## src/rtl/vend_pkg.sv

```systemverilog
// Shared definitions for the vending controller: FSM state codes, coin codes
// and the coin-to-credit-unit mapping.
package vend_pkg;

  typedef enum logic [1:0] {
    ST_IDLE     = 2'd0,
    ST_COLLECT  = 2'd1,
    ST_DISPENSE = 2'd2,
    ST_CHANGE   = 2'd3
  } state_t;

  localparam logic [1:0] COIN_5C  = 2'd0;
  localparam logic [1:0] COIN_10C = 2'd1;
  localparam logic [1:0] COIN_20C = 2'd2;
  localparam logic [1:0] COIN_BAD = 2'd3;

  localparam int unsigned COIN_VAL_W = 3;

  // Credit units carried by a coin; an invalid coin is worth nothing.
  function automatic logic [COIN_VAL_W-1:0] coin_units(input logic [1:0] ct);
    case (ct)
      COIN_5C:  return 3'd1;
      COIN_10C: return 3'd2;
      COIN_20C: return 3'd4;
      default:  return 3'd0;
    endcase
  endfunction

endpackage

```

## src/rtl/vend_coin_decode.sv

```systemverilog
// Combinational coin decoder: unit value plus an invalid-coin flag.
module vend_coin_decode
  import vend_pkg::*;
(
  input  logic [1:0]            coin_type,
  output logic [COIN_VAL_W-1:0] coin_value,
  output logic                  coin_invalid
);

  assign coin_value   = coin_units(coin_type);
  assign coin_invalid = (coin_type == COIN_BAD);

endmodule

```

## src/rtl/vend_ctrl.sv

```systemverilog
// Vending controller: collects coins, dispenses one product when the price is
// covered, then refunds remaining credit one unit per cycle.
module vend_ctrl
  import vend_pkg::*;
#(
  parameter int unsigned PRICE      = 5,
  parameter int unsigned MAX_CREDIT = 15,
  parameter int unsigned CREDIT_W   = 8,
  parameter int unsigned CNT_W      = 16
) (
  input  logic                clk,
  input  logic                reset,
  input  logic                ena,
  input  logic                coin_valid,
  input  logic [1:0]          coin_type,
  input  logic                cancel,
  output logic [CREDIT_W-1:0] credit,
  output logic [1:0]          state,
  output logic                dispense,
  output logic                change_pulse,
  output logic                coin_reject,
  output logic                busy,
  output logic [CNT_W-1:0]    sold_count
);

  localparam int unsigned SUM_W = CREDIT_W + 1;

  if ((64'(MAX_CREDIT) >= (64'd1 << CREDIT_W)) || (PRICE < 1)) begin : g_param_check
    $error("vend_ctrl: MAX_CREDIT must fit in CREDIT_W bits and PRICE must be >= 1");
  end

  state_t                state_q, state_d;
  logic [CREDIT_W-1:0]   credit_q, credit_d;
  logic [CNT_W-1:0]      sold_q, sold_d;
  logic                  disp_q, disp_d;
  logic                  chg_q, chg_d;
  logic                  rej_q, rej_d;
  logic                  busy_q, busy_d;

  logic [COIN_VAL_W-1:0] coin_value;
  logic                  coin_invalid;
  logic [SUM_W-1:0]      coin_sum;
  logic                  in_service;
  logic                  coin_rej_c;
  logic                  coin_acc_c;
  logic                  have_price_c;

  vend_coin_decode u_coin_decode (
    .coin_type    (coin_type),
    .coin_value   (coin_value),
    .coin_invalid (coin_invalid)
  );

  // Coin acceptance: no coins while serving, none alongside cancel, none past the cap.
  assign coin_sum     = SUM_W'(credit_q) + SUM_W'(coin_value);
  assign in_service   = (state_q == ST_DISPENSE) || (state_q == ST_CHANGE);
  assign coin_rej_c   = coin_valid &&
                        (coin_invalid || in_service || cancel || (coin_sum > SUM_W'(MAX_CREDIT)));
  assign coin_acc_c   = coin_valid && !coin_rej_c;
  assign have_price_c = (credit_q >= CREDIT_W'(PRICE));

  // State register.
  always_ff @(posedge clk or posedge reset) begin
    if (reset) begin
      state_q <= ST_IDLE;
    end else if (ena) begin
      state_q <= state_d;
    end
  end

  // Next-state logic; cancel outranks a pending dispense in COLLECT.
  always_comb begin
    state_d = state_q;
    unique case (state_q)
      ST_IDLE: begin
        if (coin_acc_c) state_d = ST_COLLECT;
      end
      ST_COLLECT: begin
        if (cancel && (credit_q != '0)) state_d = ST_CHANGE;
        else if (coin_acc_c)            state_d = ST_COLLECT;
        else if (have_price_c)          state_d = ST_DISPENSE;
      end
      ST_DISPENSE: begin
        state_d = (credit_q > CREDIT_W'(PRICE)) ? ST_CHANGE : ST_IDLE;
      end
      ST_CHANGE: begin
        if (credit_q <= CREDIT_W'(1)) state_d = ST_IDLE;
      end
      default: state_d = ST_IDLE;
    endcase
  end

  // Datapath and pulse next values.
  always_comb begin
    credit_d = credit_q;
    sold_d   = sold_q;
    disp_d   = 1'b0;
    chg_d    = 1'b0;
    rej_d    = coin_rej_c;
    unique case (state_q)
      ST_DISPENSE: begin
        disp_d   = 1'b1;
        credit_d = credit_q - CREDIT_W'(PRICE);
        sold_d   = sold_q + CNT_W'(1);
      end
      ST_CHANGE: begin
        if (credit_q != '0) begin
          chg_d    = 1'b1;
          credit_d = credit_q - CREDIT_W'(1);
        end
      end
      default: begin
        if (coin_acc_c) credit_d = coin_sum[CREDIT_W-1:0];
      end
    endcase
    busy_d = (state_d == ST_DISPENSE) || (state_d == ST_CHANGE);
  end

  always_ff @(posedge clk or posedge reset) begin
    if (reset) begin
      credit_q <= '0;
      sold_q   <= '0;
      disp_q   <= 1'b0;
      chg_q    <= 1'b0;
      rej_q    <= 1'b0;
      busy_q   <= 1'b0;
    end else if (ena) begin
      credit_q <= credit_d;
      sold_q   <= sold_d;
      disp_q   <= disp_d;
      chg_q    <= chg_d;
      rej_q    <= rej_d;
      busy_q   <= busy_d;
    end
  end

  // Held pulses are masked while stalled so each shows exactly once after ena returns.
  assign dispense     = disp_q && ena;
  assign change_pulse = chg_q && ena;
  assign coin_reject  = rej_q && ena;
  assign credit       = credit_q;
  assign state        = state_q;
  assign busy         = busy_q;
  assign sold_count   = sold_q;

endmodule

```

## config.mk

```make
export PLATFORM = sky130hd
export DESIGN_NAME = vend_ctrl
export DESIGN_NICKNAME = d
export VERILOG_FILES = /design/src/rtl/vend_pkg.sv /design/src/rtl/vend_coin_decode.sv /design/src/rtl/vend_ctrl.sv
export SDC_FILE = /design/constraint.sdc
export NUM_CORES = 1
export LEC_CHECK = 0
export BUFFER_PORTS_ARGS = -buffer_cell sky130_fd_sc_hd__buf_2
export CELL_PAD_IN_SITES_DETAIL_PLACEMENT = 1
export CELL_PAD_IN_SITES_GLOBAL_PLACEMENT = 1
export CORE_ASPECT_RATIO = 0.8
export CORE_UTILIZATION = 42
export CTS_CLUSTER_SIZE = 30
export DETAILED_ROUTE_END_ITERATION = 10
export PLACE_DENSITY = 0.83
export SLEW_MARGIN = 20
export SYNTH_ARGS = -nofsm -noshare
export SYNTH_HDL_FRONTEND = slang
export SYNTH_SLANG_ARGS = --single-unit
```

## constraint.sdc

```tcl
create_clock -name clk -period 2.7 [get_ports clk]
set_input_delay 0.54 -clock clk [delete_from_list [all_inputs] [get_ports clk]]
set_output_delay 0.54 -clock clk [all_outputs]
set_load 0.03 [all_outputs]
```

==> metrics.json <==
{
  "outcome": "completed",
  "synthDominantAreaCellType": "dfrtp_1",
  "power.density_cell_area_nw_per_um2": 775,
  "final_cell_count_no_fill": 311,
  "vias_in_the_first_global_route": 1708,
  "leakage_nw": 1.10,
  "cts_root_buf": "clkbuf_8",
  "wl_per_cell_um": 15.9,
  "cts_max_path_buffers": 2,
  "worst_slew_margin_rel": 0.617,
  "worst-path-max-fanout": 8,
  "cts_repair_resize_count": 0,
  "number_of_synthesized_flops_with_an_enable_pin": 0,
  "worst-slew-pin-transition_ns": 0.575,
  "grt_max_degree": 30,
  "hpwlAfterDp_um": 3710,
  "setup_violations": 0,
  "syn-instance-count": 211,
  "place.port_buffers": 36,
  "htreeDepth": 2,
  "min_path_type": "input port to asynchronous set/reset pin",
  "final_util": 0.530,
  "drt-initial-drc-count": 61,
  "area_delta_synth_final_pct": 18.0,
  "coreArea_um2": 4310,
  "yosysWarningCount": 0,
  "num_rows": 21,
  "total_gr_overflow": 0,
  "post_synth_num_cell_types": 60,
  "globalplace.congestion": 0.815,
  "cp-end-kind": "flop",
  "setup_repair_after_global_routing_missed_its_margin": "false",
  "fin_area_um2": 2280,
  "timing.critical_path.arrival_ns": 2.61,
  "synth_sequential_area_ratio": 0.375,
  "cts_tree": "yes",
  "diodes": 0,
  "antenna_violating_nets_post_route": 0,
  "detailed_place.area_um2": 2200,
  "drv_cap": 0,
  "first_pass_grt_wire_length_um": 8290,
  "worst_setup_hold_path_clk_slew_ns": 0.07,
  "initial_core_util": 0.449,
  "routed_wirelength_um": 4940,
  "peakVddDrop_uv": 526,
  "drt_first_pass_iters": 4,
  "total_drc_errors_in_the_routed_layout": 0,
  "post_cts_hold_buffer_count": 0,
  "synth.net_count": 225,
  "synth_area_um2": 1930,
  "worst_r2r_path_depth": 9,
  "synth_flop_cell": "dfrtp_1",
  "cts_post_setup_buffers_inserted": 0,
  "top_cells_by_instance_count_after_synthesis": "dfrtp_1 (29), nor2_1 (20), nand2_1 (17), xnor2_1 (12)",
  "worst_clock_skew_ns": 0.00584,
  "synth_top_cells_by_area": "dfrtp_1 (38%), xnor2_1 (5.4%), xor2_1 (4.1%)",
  "final.hold.worst_slack_ns": 0.347,
  "die_w_um": 77.9,
  "synth_top_area_frac": 0.375,
  "design.final.nets": 267,
  "critical_path.reg2reg.startpoint": "credit[0]",
  "antenna_violations_before_repair": 0,
  "critPathLaunchType": "flop",
  "async_reset_ff_frac": 1.00,
  "period_needed_ns": 2.45,
  "fp.dieH_um": 62.7,
  "die_area_um2": 4880,
  "io-pin-count": 37,
  "clock-sinks": 29,
  "synth_area_per_cell_um2": 9.17,
  "timing_worst_setup_path_type": "flop to flop",
  "final.period_utilization": 0.906,
  "routed-via-count": 1747,
  "route.detailed.vias_per_inst": 5.62,
  "share_of_layout_cells_above_drive_strength_1": 0.264,
  "timing.critical_path.from": "credit[0]",
  "dp_cells": 303,
  "synth_most_common_cell": "dfrtp_1",
  "max_clock_freq_mhz": 409,
  "final_hold_fails": 0,
  "ys_ff_latch": 29,
  "cts-buffers-inserted": 5,
  "slew_viol_final": 0,
  "critical_path_required_ns": 2.87,
  "grt_use_total": 0.220,
  "worstSkewPairLatency_ns": 0.28
}
[cells in the final DEF, fill, tap and decap left out, drive strengths merged, types with 2 or more instances in the layout]
cell	count
a21o	2
mux2i	3
a31oi	2
a211oi	3
nand3	8
ha	6
buf	50
nand2b	4
clkinv	2
clkbuf	6
o22ai	4
a21oi	10
xor2	9
nor4	4
o21ai	8
nor2b	4
dfrtp	29
xnor2	12
nand2	17
nand4	6
and2	4
nor2	20
inv	9
nor3	5
[worst paths after layout]
check / to / slack (ns)
worst min-delay path: credit[2] / 0.35
worst max register to register: busy / 0.25
max in group asynchronous: credit[5] / 2.07
min in group clk: sold_count[15] / 0.46
worst max-delay path: busy / 0.25
worst min register to register: sold_count[15] / 0.46
[stage by stage]
stage / power, mW / setup TNS (ns) / worst slack [ns]
floorplan: 1.19 / 0 / 0.0742
global placement: 1.40 / -0.0192 / -0.0192
detailed placement: 1.42 / -0.388 / -0.128
CTS: 1.78 / 0 / 0.130
global route: 1.89 / 0 / 0.00848
finish: 1.77 / 0 / 0.255
[logic make-up after synthesis]
| kind of cell | Yosys count | synth area share |
|---|---|---|
| xor gates and xnor gates | 21 | 0.0951 |
| adders and majority gates | 8 | 0.0543 |
| muxes | 4 | 0.0213 |
| DFF | 29 | 0.375 |
| AOI/OAI and AO/OA | 43 | 0.153 |
| buffers and inverters | 24 | 0.0647 |
| and+or+nand+nor | 82 | 0.237 |
[report_power, final]
| group | internal (mW) | total (mW) | switching (mW) |
|---|---|---|---|
| Sequential | 0.508 | 0.633 | 0.125 |
| Combinational | 0.304 | 0.781 | 0.477 |
| Clock | 0.178 | 0.355 | 0.176 |
[registers in the layout (all words and copies together), names as in the netlist]
register    cells
disp_q          1
chg_q           1
state           1
rej_q           1
busy            1
sold_count     16
credit          8
[layer usage]
layer,GRT usage,up-vias,share of wire
li1,-,828,-
met1,0.310,870,0.49
met2,0.329,41,0.45
met3,0.0526,8,0.046
met4,0.0778,0,0.013
met5,0,-,0
[critical path: stages, from the launching register on]
cell	delay, ns
dfrtp_1	0.39
ha_1	0.22
fa_1	0.39
a21o_1	0.21
nor3b_1	0.20
mux2i_1	0.14
nor4_2	0.26
buf_4	0.23
nor2_1	0.06
o221a_2	0.23
[area by class of cell]
class	instances	area (um^2)
clock buffer	6	72.6
clock inverter	2	10.0
multi-input combinational	158	1080
sequential	29	726
tap	57	71.3
inverter	9	33.8
fill	533	2030
timing repair buffer	50	285
(Power assumes the default switching activity.)
